==> config.mk <==
export PLATFORM = sky130hd
export DESIGN_NAME = alu_share_arbiter
export DESIGN_NICKNAME = d
export VERILOG_FILES = /design/src/rtl/alu_ctrl_pkg.sv /design/src/rtl/rr_arbiter.sv /design/src/rtl/alu_share_arbiter.sv
export SDC_FILE = /design/constraint.sdc
export NUM_CORES = 1
export LEC_CHECK = 0
export ABC_AREA = 1
export CORE_MARGIN = 2
export CORE_UTILIZATION = 40
export DETAILED_ROUTE_END_ITERATION = 7
export GPL_TIMING_DRIVEN = 1
export PLACE_DENSITY = 0.82
export RECOVER_POWER = 100
export SYNTH_ARGS = -nofsm -noshare
export SYNTH_HDL_FRONTEND = slang
export SYNTH_SLANG_ARGS = --single-unit
export TNS_END_PERCENT = 1
==> constraint.sdc <==
create_clock -name clk -period 1.52 [get_ports clk]
set_clock_uncertainty 0.05 [all_clocks]
set_input_delay 0.304 -clock clk [delete_from_list [all_inputs] [get_ports clk]]
set_output_delay 0.304 -clock clk [all_outputs]
set_load 0.05 [all_outputs]
==> src/rtl/alu_ctrl_pkg.sv <==
// rtl/alu_ctrl_pkg.sv - shared ALU opcode and arbiter state types
package alu_ctrl_pkg;

    localparam int ALU_OP_W = 3;

    typedef enum logic [ALU_OP_W-1:0] {
        OP_ADD = 3'd0,
        OP_SUB = 3'd1,
        OP_AND = 3'd2,
        OP_OR  = 3'd3,
        OP_SLT = 3'd4
    } alu_op_e;

    typedef enum logic [1:0] {
        IDLE = 2'd0,
        EXEC = 2'd1,
        RESP = 2'd2
    } arb_state_e;

    // Opcodes 5..7 have no ALU select and are reported as illegal.
    function automatic logic op_is_legal(input logic [ALU_OP_W-1:0] op);
        return op <= ALU_OP_W'(OP_SLT);
    endfunction

endpackage

==> src/rtl/rr_arbiter.sv <==
// rtl/rr_arbiter.sv - one-hot grant selector; round-robin when ALU_ARB_ROUND_ROBIN_EN is defined, fixed priority otherwise
module rr_arbiter #(
    parameter int NUM_REQ = 2,
    parameter int ID_W    = $clog2(NUM_REQ)
) (
    input  logic [NUM_REQ-1:0] req_i,
    input  logic               en_i,
    input  logic [ID_W-1:0]    ptr_i,
    output logic [NUM_REQ-1:0] gnt_o,
    output logic [ID_W-1:0]    gnt_idx_o
);

    logic [ID_W-1:0] cand;

`ifdef ALU_ARB_ROUND_ROBIN_EN
    // Walk from the farthest candidate to the nearest so the one right after the pointer wins.
    always_comb begin
        gnt_o     = '0;
        gnt_idx_o = '0;
        cand      = '0;
        for (int i = NUM_REQ; i >= 1; i--) begin
            cand = ID_W'((int'(ptr_i) + i) % NUM_REQ);
            if (req_i[cand]) begin
                gnt_o       = '0;
                gnt_o[cand] = 1'b1;
                gnt_idx_o   = cand;
            end
        end
        if (!en_i) begin
            gnt_o     = '0;
            gnt_idx_o = '0;
        end
    end
`else
    logic unused_ptr;
    assign unused_ptr = ^ptr_i;

    // Walk from the highest index down so the lowest valid index wins.
    always_comb begin
        gnt_o     = '0;
        gnt_idx_o = '0;
        cand      = '0;
        for (int i = NUM_REQ - 1; i >= 0; i--) begin
            cand = ID_W'(i);
            if (req_i[cand]) begin
                gnt_o       = '0;
                gnt_o[cand] = 1'b1;
                gnt_idx_o   = cand;
            end
        end
        if (!en_i) begin
            gnt_o     = '0;
            gnt_idx_o = '0;
        end
    end
`endif

endmodule

==> src/rtl/alu_share_arbiter.sv <==
// rtl/alu_share_arbiter.sv - shares one combinational ALU among requesters; ALU_ARB_ROUND_ROBIN_EN selects round-robin arbitration
module alu_share_arbiter
    import alu_ctrl_pkg::*;
#(
    parameter int WIDTH   = 32,
    parameter int NUM_REQ = 2,
    parameter int ID_W    = $clog2(NUM_REQ)
) (
    input  logic                        clk,
    input  logic                        rst_n,
    input  logic [NUM_REQ-1:0]          req_valid,
    output logic [NUM_REQ-1:0]          req_ready,
    input  logic [NUM_REQ*ALU_OP_W-1:0] req_op,
    input  logic [NUM_REQ*WIDTH-1:0]    req_a,
    input  logic [NUM_REQ*WIDTH-1:0]    req_b,
    output logic                        rsp_valid,
    input  logic                        rsp_ready,
    output logic [ID_W-1:0]             rsp_id,
    output logic [WIDTH-1:0]            rsp_result,
    output logic                        rsp_zero,
    output logic                        rsp_illegal,
    output logic [WIDTH-1:0]            alu_operand_a,
    output logic [WIDTH-1:0]            alu_operand_b,
    output logic                        alu_sel_add,
    output logic                        alu_sel_sub,
    output logic                        alu_sel_and,
    output logic                        alu_sel_or,
    output logic                        alu_sel_slt,
    input  logic [WIDTH-1:0]            alu_result,
    input  logic                        alu_zero_flag
);

    arb_state_e            state_q, state_d;
    logic [ALU_OP_W-1:0]   op_q;
    logic [WIDTH-1:0]      a_q, b_q;
    logic [ID_W-1:0]       id_q;
    logic [WIDTH-1:0]      result_q;
    logic                  zero_q;
    logic                  illegal_q;
    logic [NUM_REQ-1:0]    gnt;
    logic [ID_W-1:0]       gnt_idx;
    logic [ID_W-1:0]       arb_ptr;
    logic                  arb_en;
    logic                  accept;
    logic                  op_legal;

    // Grants only in IDLE and never while reset is asserted.
    assign arb_en    = (state_q == IDLE) && rst_n;
    assign accept    = |gnt;
    assign req_ready = gnt;
    assign op_legal  = op_is_legal(op_q);

    rr_arbiter #(
        .NUM_REQ (NUM_REQ),
        .ID_W    (ID_W)
    ) u_arb (
        .req_i     (req_valid),
        .en_i      (arb_en),
        .ptr_i     (arb_ptr),
        .gnt_o     (gnt),
        .gnt_idx_o (gnt_idx)
    );

`ifdef ALU_ARB_ROUND_ROBIN_EN
    logic [ID_W-1:0] ptr_q;
    assign arb_ptr = ptr_q;

    // Remember the last winner so the search starts just past it.
    always_ff @(posedge clk) begin
        if (!rst_n) begin
            ptr_q <= ID_W'(NUM_REQ - 1);
        end else if (accept) begin
            ptr_q <= gnt_idx;
        end
    end
`else
    assign arb_ptr = ID_W'(NUM_REQ - 1);
`endif

    // Next-state logic and the op-to-select decode, active only in EXEC.
    always_comb begin
        state_d     = state_q;
        alu_sel_add = 1'b0;
        alu_sel_sub = 1'b0;
        alu_sel_and = 1'b0;
        alu_sel_or  = 1'b0;
        alu_sel_slt = 1'b0;
        case (state_q)
            IDLE: if (accept) state_d = EXEC;
            EXEC: begin
                state_d = RESP;
                case (op_q)
                    OP_ADD:  alu_sel_add = 1'b1;
                    OP_SUB:  alu_sel_sub = 1'b1;
                    OP_AND:  alu_sel_and = 1'b1;
                    OP_OR:   alu_sel_or  = 1'b1;
                    OP_SLT:  alu_sel_slt = 1'b1;
                    default: ;
                endcase
            end
            RESP: if (rsp_ready) state_d = IDLE;
            default: state_d = IDLE;
        endcase
    end

    // State, request latch on grant, and response capture at the end of EXEC.
    always_ff @(posedge clk) begin
        if (!rst_n) begin
            state_q   <= IDLE;
            op_q      <= '0;
            a_q       <= '0;
            b_q       <= '0;
            id_q      <= '0;
            result_q  <= '0;
            zero_q    <= 1'b0;
            illegal_q <= 1'b0;
        end else begin
            state_q <= state_d;
            if (accept) begin
                op_q <= req_op[ALU_OP_W*int'(gnt_idx) +: ALU_OP_W];
                a_q  <= req_a[WIDTH*int'(gnt_idx) +: WIDTH];
                b_q  <= req_b[WIDTH*int'(gnt_idx) +: WIDTH];
                id_q <= gnt_idx;
            end
            if (state_q == EXEC) begin
                result_q  <= op_legal ? alu_result : '0;
                zero_q    <= op_legal ? alu_zero_flag : 1'b1;
                illegal_q <= !op_legal;
            end
        end
    end

    assign rsp_valid     = (state_q == RESP);
    assign rsp_id        = id_q;
    assign rsp_result    = result_q;
    assign rsp_zero      = zero_q;
    assign rsp_illegal   = illegal_q;
    assign alu_operand_a = a_q;
    assign alu_operand_b = b_q;

endmodule

=== Word level (Yosys, flattened, before mapping) ===
Cells that the tools add are included.

* Multiply operators: 1
* Order comparisons: 1
* Eq/ne operators: 8
* Shift operators: 3
* Mux-type cells: 21
* Reductions and logical operators: 6

{| class="wikitable"
|+ Operators with widths
! operator !! count
|-
| variable part select 64 x 7 -> 32 bit || 2
|-
| two-way mux 32 bit || 1
|-
| two-way mux 1 bit || 14
|-
| two-way mux 2 bit || 5
|-
| == test 3 x 2 -> 1 bit (second input constant) || 2
|-
| case mux 2 bit (3 select lines) || 1
|-
| variable part select 6 x 4 -> 3 bit || 1
|-
| == test 3 x 1 -> 1 bit (second input constant) || 1
|-
| == test 3 bit (second input constant) || 1
|-
| <= comparator 3 bit (second input constant) || 1
|-
| zero test 3 bit || 1
|-
| multiplier 2 x 1 -> 3 bit (first input constant) || 1
|-
| == test 2 x 1 -> 1 bit (second input constant) || 1
|-
| == test 2 bit (second input constant) || 1
|-
| zero test 2 bit || 1
|-
| inequality test 2 x 1 -> 1 bit (second input constant) || 1
|-
| inequality test 2 bit (second input constant) || 1
|-
| AND reduction 2 bit || 1
|-
| OR reduction 2 bit || 1
|-
| logical AND 1 bit || 1
|-
| zero test 1 bit || 1
|}

* Register bits: 104
* Bits of input ports: 172
* Output and inout port bits: 107
* Word-level logic and storage cells: 48

=== Depth between registers and ports, before layout ===
Gate-level depths: netlist (run 1).

* Word-level depth: 6
* Depth in mapped cells: 9
* Gate-level depth less buffers: 7

=== Cells and area by module ===
From an unflattened synthesis (run 1), not the netlist that was laid out.

* Cell total of the unflattened synthesis: 757
* Area, all modules: 4,863.4 um2

{| class="wikitable"
|+ By module, submodules not included
! module !! instances !! cells each !! area each (um2) !! seq. area each (um2)
|-
| alu_share_arbiter || 1 || 752 || 4,838.4 || 2,082.0
|-
| rr_arbiter || 1 || 5 || 25.0 || 0.0
|}

=== Least setup slack after synthesis (run 1) ===
Ideal clock, no wire load.

* Path type: register to output
* Start: register state_q[1]
* End: output port alu_sel_and
* Arrival: 2,240 ps
* Slack: -1,074 ps
* Stages on the path, launching flop included: 6
* Buffers on the path: 2
* Cell sequence: dfxtp_1 > inv_1 > nand2_1 > buf_2 > buf_1 > nor4_1

* Longest elaborated chain between the ends: 2

{| class="wikitable"
|+ RTL lines
! element !! line !! text
|-
| start: declaration || alu_share_arbiter.sv:33 || <nowiki>arb_state_e state_q, state_d;</nowiki>
|-
| start signal: assignment || alu_share_arbiter.sv:118 || <nowiki>state_q <= state_d;</nowiki>
|-
| == test 2 x 1 -> 1 bit || alu_share_arbiter.sv:88 || <nowiki>case (state_q)</nowiki>
|-
| two-way mux 1 bit || alu_share_arbiter.sv:88 ||
|-
| end: declaration || alu_share_arbiter.sv:26 || <nowiki>output logic alu_sel_and,</nowiki>
|}

Every way passes these cells.

=== Final worst setup path (run 1) ===
* Start: register state_q[0]
* End: output port alu_sel_sub

* Longest elaborated chain between the ends: 2

{| class="wikitable"
|+ RTL lines
! element !! line !! text
|-
| == test 2 x 1 -> 1 bit || alu_share_arbiter.sv:88 ||
|-
| two-way mux 1 bit || alu_share_arbiter.sv:88 ||
|-
| end: declaration || alu_share_arbiter.sv:25 || <nowiki>output logic alu_sel_sub,</nowiki>
|}

Every way passes these cells.

==> impl_metrics.csv, run 1 <==
group,metric,value,unit
run_status,violations,"negative setup slack",
placement,dp_cells,1253,
timing,hold-worst-slack,0.416,ns
global_route,grt_max_degree,44,
power_and_ir_drop,power-per-cell-area,988,nW/µm²
synth,synthFlopType,"dfxtp_1",
setup_path,slowest_stage,"dfxtp_2",
setup_path,reg2reg_from,"state_q[1]$_SDFFE_PN0P_",
synth,synthCells,827,
detailed_routing,num_vias,5902,
synth,synth_edf_count,0,
detailed_routing,drc_errors,0,
synth,ys_ff_latch,104,
run_status,status,"finished, violations left",
detailed_routing,wl,17300,µm
clocking,htreeDepth,3,
synth,synth_area_leader_cell,"dfxtp_1",
setup_path,path_depth,5,
synth,synth_top_area_share,40.2,%
global_route,grt-ovfl-total,0,
placement,place.gp.congestion,0.827,
setup_path,timing.rr.end,"alu_operand_a[23]$_SDFFE_PN0P_",
global_route,grt_pass1_wl,27500,µm
timing,max_freq,0.576,GHz
clocking,worst_skew_pair.late_latency,0.35,ns
setup_path,crit_buf_inv,3,
timing,relSlewSlack,61.7,%
timing,fin_crit,1.74,ns
hold_path,hold_path.class,"flop to flop",
setup_path,required,1.17,ns
setup_path,crit_chain,"buf_6, nand2_4, buf_4, nor4_4, buf_12",
synth,synth_area,5180,µm²
clocking,clk_pin_slew,0.08,ns
synth,avgSynthCellArea,6.26,µm²
timing,finalCritPeriodShare,114,%
detailed_routing,drt-initial-drc-count,262,
power_and_ir_drop,power,8.15,mW
floorplanning,pin_count,279,
finish,nFillCells,1092,
setup_path,critPathCaptureType,"primary output",
finish,post-route-util,65.3,%
finish,fin_area,8250,µm²
floorplanning,die_h,118,µm
setup_path,cpPeakStageDelay,0.34,ns
timing,drv_slew,0,
timing,finalSetupTns,-5.14,ns
synth,seq_area_frac_synth,40.2,%
clocking,clock-sinks,104,
finish,stdcell_count,1270,
floorplanning,dieWidth,118,µm
timing,setup_viol,75,
setup_path,r2r_cells,9,
placement,place_ws,-0.407,ns
timing,hold_viol,0,
setup_path,r2r_setup_slack,-0.15,ns
timing,worst_slack,-0.217,ns
global_route,grt_antenna_before_repair,0,
global_route,grt_use_total,24.6,%
hold_path,hp-start,"rsp_result[16]$_SDFFE_PN0P_",
finish,diodes,0,
clocking,cts.path.max_buffers,2,
run,max_cap_violations,0,
setup_path,critPathTopFamily,"buffers and inverters",
detailed_routing,vias_per_cell,4.65,
floorplanning,dieArea,13900,µm²
finish,syn_to_final_growth,59.2,%
synth,yosysMostFrequentCell,"nand2_1",
placement,placed_area,9390,µm²
clocking,root_buffer,"clkbuf_16",
synth,synth_warnings,0,
timing,worstMarginPinSlew,0.575,ns
hold_path,holdPathStages,2,
hold_path,min_to,"rsp_result[16]$_SDFFE_PN0P_",
synth,synth_nets,999,
clocking,cts_buffers,9,
detailed_routing,dr.pass1.iters,4,
power_and_ir_drop,irDropWorstVdd,0.578,mV
global_route,grt_pass1_vias,5652,
synth,synthArstFlopShare,0,%
placement,dp_hpwl,13000,µm
timing,grt_setup_unrepaired,"true",
floorplanning,coreArea,12600,µm²
synth,synth_area_leaders,"dfxtp_1, nand2_1, nor2_1, nand3b_1, inv_1",
detailed_routing,ant_nets,0,
detailed_routing,wl_per_cell,13.6,µm
setup_path,worstPathArrival,1.38,ns
finish,drive_above_1_share,16.3,%
placement,portBuffers,278,
synth,yosysUniqueCellTypes,18,
setup_path,start_kind,"flop",
setup_path,path_max_fanout,5,
power_and_ir_drop,p_leak,4.19,nW
setup_path,critPathKind,"flop to primary output",
synth,ys_top_cells_by_count,"nand2_1, nor2_1, dfxtp_1, inv_1, nand3b_1",
finish,nNetsFinal,1265,
clocking,tritoncts,"done",
floorplanning,rows,41,
floorplanning,initial_utilization,41.0,%
[worst min-delay path: cells and delay by family (launching register included)]
| kind | cells | cell delay, ns |
|---|---|---|
| flip-flops | 1 | 0.31 |
| AND/OR/NAND/NOR | 1 | 0.06 |
| AO/OA/AOI/OAI | 1 | 0.05 |
[cells in the final DEF, fill, tap and decap left out, drive strengths merged]
cell             n
clkinv           5
clkdlybuf4s50  170
nand3            6
nor2           207
nand3b          64
clkbuf         110
nor4             3
buf             39
a21oi           37
dfxtp          104
o21ai            2
nand2          270
inv             81
[where the power goes]
| part | leakage [nW] | switching (mW) | total, mW | internal [mW] |
|---|---|---|---|---|
| sequential | 0.856 | 0.125 | 3.09 | 2.97 |
| clock | 0.148 | 1.18 | 2.34 | 1.16 |
| combinational | 3.18 | 1.69 | 2.72 | 1.02 |
| total | 4.19 | 2.99 | 8.15 | 5.16 |
[cell type report]
class                      instances  area [µm²]  area share, %
clock buffer                       9         225           2.73
clock inverter                     7        75.1          0.910
inverter                          79         299           3.63
multi-input combinational        589        2620           31.8
sequential                       104        2090           25.3
tap                              172         215           2.61
timing repair buffer             310        2720           33.0
[worst max-delay path by stage]
stage,start,endpoint,slack (ns)
floorplan,state_q[1]$_SDFFE_PN0P_,alu_sel_and,-0.16
global placement,req_valid[1],alu_operand_a[18]$_SDFFE_PN0P_,-0.35
detailed placement,req_valid[1],alu_operand_a[8]$_SDFFE_PN0P_,-0.41
CTS,state_q[0]$_SDFFE_PN0P_,alu_sel_sub,-0.25
global route,state_q[0]$_SDFFE_PN0P_,alu_sel_or,-0.29
finish,state_q[0]$_SDFFE_PN0P_,alu_sel_sub,-0.22
[repair_timing]
item | in CTS | in global routing
setup endpoints to repair | 18 | 75
pin swaps | 1 | 1
endpoints found under the hold margin | 0 | 0
hold buffers | 0 | 0
resized for setup | 13 | 5
setup buffers | 1 | 0
[per-layer routing]
| metal | vias up | track usage (%) | share of wire, % |
|---|---|---|---|
| li1 | 3008 | - | - |
| met1 | 2630 | 27.0 | 39 |
| met3 | 45 | 7.12 | 7.7 |
| met5 | - | 0 | 0 |
| met4 | 0 | 11.4 | 3.9 |
| met2 | 219 | 43.7 | 49 |
[logic make-up (layout without fill, tap and decap cells)]
group / Yosys count / after routing / share of synthesized area (%)
AOI/OAI and AO/OA: 39 / 39 / 3.91
buffers and inverters: 134 / 405 / 11.0
DFF: 104 / 104 / 40.2
and+or+nand+nor: 550 / 550 / 44.9
[sequential cells by signal, indices dropped and copies added (netlist names)]
signal / count
alu_operand_a: 32
alu_operand_b: 32
rsp_result: 32
op_q: 3
state_q: 2
rsp_id: 1
rsp_illegal: 1
rsp_zero: 1
(Power assumes the default switching activity.)
==> inputs of run 2 (changes only) <==
Settings changed: MAX_ROUTING_LAYER from default to met4.
==> run 2 against run 1 <==
Against the previous run: the flow still finishes with violations (negative setup slack); hold slack is essentially flat; total power is essentially flat; global-route usage grew 0.71 points; worst setup slack lost 0.0022 ns; utilization is the same; wire length grew 0.21%; register-to-register slack is essentially flat; sequential power is essentially flat; via count grew 0.47%; critical path type unchanged; critical endpoint unchanged; largest cell class unchanged.
==> impl_metrics.csv, run 2 (synthesis results as in run 1) <==
group,metric,value,unit
power_and_ir_drop,p_leak,4.19,nW
setup_path,timing.rr.end,"alu_operand_a[23]$_SDFFE_PN0P_",
global_route,grt_pass1_wl,27500,µm
timing,worstMarginPinSlew,0.578,ns
detailed_routing,wl_per_cell,13.7,µm
timing,max_freq,0.575,GHz
setup_path,crit_chain,"buf_6, nand2_4, buf_4, nor4_4, buf_12",
setup_path,slowest_stage,"dfxtp_2",
global_route,grt_antenna_before_repair,0,
timing,drv_slew,0,
placement,dp_hpwl,13000,µm
timing,fin_crit,1.74,ns
floorplanning,dieWidth,118,µm
detailed_routing,vias_per_cell,4.67,
floorplanning,rows,41,
setup_path,r2r_cells,9,
floorplanning,dieArea,13900,µm²
finish,syn_to_final_growth,59.2,%
placement,placed_area,9390,µm²
power_and_ir_drop,irDropWorstVdd,0.580,mV
clocking,worst_skew_pair.late_latency,0.35,ns
detailed_routing,dr.pass1.iters,5,
detailed_routing,wl,17300,µm
clocking,cts_buffers,9,
global_route,grt_pass1_vias,5671,
clocking,clk_pin_slew,0.08,ns
floorplanning,coreArea,12600,µm²
timing,finalSetupTns,-5.14,ns
floorplanning,die_h,118,µm
run_status,status,"finished, violations left",
finish,seqCellArea,2090,µm²
setup_path,path_max_fanout,5,
hold_path,holdPathStages,2,
clocking,clock-sinks,104,
hold_path,hold_path.class,"flop to flop",
clocking,htreeDepth,3,
setup_path,critPathTopFamily,"buffers and inverters",
detailed_routing,drc_errors,0,
detailed_routing,num_vias,5930,
timing,grt_setup_unrepaired,"true",
setup_path,start_kind,"flop",
placement,place.gp.congestion,0.840,
hold_path,min_to,"rsp_result[16]$_SDFFE_PN0P_",
clocking,tritoncts,"done",
floorplanning,pin_count,279,
finish,layout.cells.most_common,"nand2_1",
global_route,grt_max_degree,44,
clocking,cts.path.max_buffers,2,
finish,layout_common_cells,"nand2_1, nor2_1, clkdlybuf4s50_1",
global_route,grt-ovfl-total,0,
finish,nNetsFinal,1265,
clocking,ctsHoldBuffers,0,
setup_path,crit_buf_inv,3,
timing,worst_slack,-0.220,ns
finish,diodes,0,
setup_path,reg2reg_from,"state_q[1]$_SDFFE_PN0P_",
finish,multi_input_area,2620,µm²
run_status,violations,"negative setup slack",
run,max_cap_violations,0,
global_route,grt_use_total,25.3,%
timing,setup_viol,75,
detailed_routing,drt-initial-drc-count,309,
setup_path,critPathCaptureType,"primary output",
setup_path,required,1.17,ns
timing,finalCritPeriodShare,114,%
clocking,root_buffer,"clkbuf_16",
setup_path,critPathKind,"flop to primary output",
hold_path,hp-start,"rsp_result[16]$_SDFFE_PN0P_",
power_and_ir_drop,power-per-cell-area,989,nW/µm²
floorplanning,initial_utilization,41.0,%
finish,drive_above_1_share,16.3,%
timing,hold_viol,0,
setup_path,r2r_setup_slack,-0.15,ns
placement,portBuffers,278,
setup_path,cpPeakStageDelay,0.34,ns
finish,nFillCells,1092,
detailed_routing,ant_nets,0,
timing,relSlewSlack,61.5,%
finish,fin_area,8250,µm²
setup_path,worstPathArrival,1.39,ns
## run 2: worst reg2reg max path, stage by stage (launching register included)
cell      delay [ns]
dfxtp_2         0.33
nor2_2          0.17
buf_4           0.17
nand3_4         0.09
buf_4           0.21
buf_12          0.18
buf_4           0.16
nand3b_1        0.07
nand2_1         0.05
nor2_1          0.13
## run 2: how the worst max path moves through the flow
stage | depth (start not counted) | slack [ns] | startpoint | to
2_1_floorplan | 5 | -0.16 | state_q[1]$_SDFFE_PN0P_ | alu_sel_and
3_3_place_gp | 9 | -0.35 | req_valid[1] | alu_operand_a[18]$_SDFFE_PN0P_
3_5_place_dp | 9 | -0.41 | req_valid[1] | alu_operand_a[8]$_SDFFE_PN0P_
4_1_cts | 5 | -0.25 | state_q[0]$_SDFFE_PN0P_ | alu_sel_sub
5_1_grt | 5 | -0.29 | state_q[0]$_SDFFE_PN0P_ | alu_sel_or
6_report | 5 | -0.22 | state_q[0]$_SDFFE_PN0P_ | alu_sel_sub
## run 2: final cells by class
class | instances | share of cell area [%]
Timing Repair Buffer | 310 | 33.0
Clock inverter | 7 | 0.910
Tap cell | 172 | 2.61
Sequential cell | 104 | 25.3
Clock buffer | 9 | 2.73
Inverter | 79 | 3.63
Multi-Input combinational cell | 589 | 31.8
## run 2: where the power goes
group	internal [mW]	total, mW	switching [mW]	leakage [nW]
clock	1.16	2.34	1.18	0.148
sequential	2.97	3.09	0.126	0.856
combinational	1.02	2.72	1.69	3.18
## run 2: per-layer routing
metal | global-route usage, % | vias up | share of wire (%)
li1 | - | 3010 | -
met1 | 28.0 | 2656 | 40
met2 | 43.6 | 220 | 49
met3 | 5.43 | 44 | 7.0
met4 | 11.5 | 0 | 3.8
met5 | - | - | 0
## run 2: per-stage QoR
step / power (mW) / hold slack, ns / setup slack, ns / instances / utilization [%]
2_1_floorplan: 4.84 / 0.386 / -0.156 / 827 / -
3_3_place_gp: 6.62 / 0.439 / -0.345 / 1253 / 74.4
3_5_place_dp: 6.68 / 0.443 / -0.407 / 1253 / 74.4
4_1_cts: 9.05 / 0.416 / -0.250 / 1270 / 77.1
5_1_grt: 8.56 / 0.423 / -0.291 / 1270 / 65.3
6_report: 8.15 / 0.416 / -0.220 / 1270 / 65.3
## run 2: timing repair
action / in CTS / in global routing
resized for setup: 13 / 5
pin swaps: 1 / 1
buffers inserted: 1 / 0
endpoints found under the hold margin: 0 / 0
setup endpoints to repair: 18 / 75
==> inputs of run 3 (changes only) <==
Settings changed: GPL_ROUTABILITY_DRIVEN from default to 0.
==> results of run 3 <==
No change in the layout: final DEF, timing and power equal those of run 2.
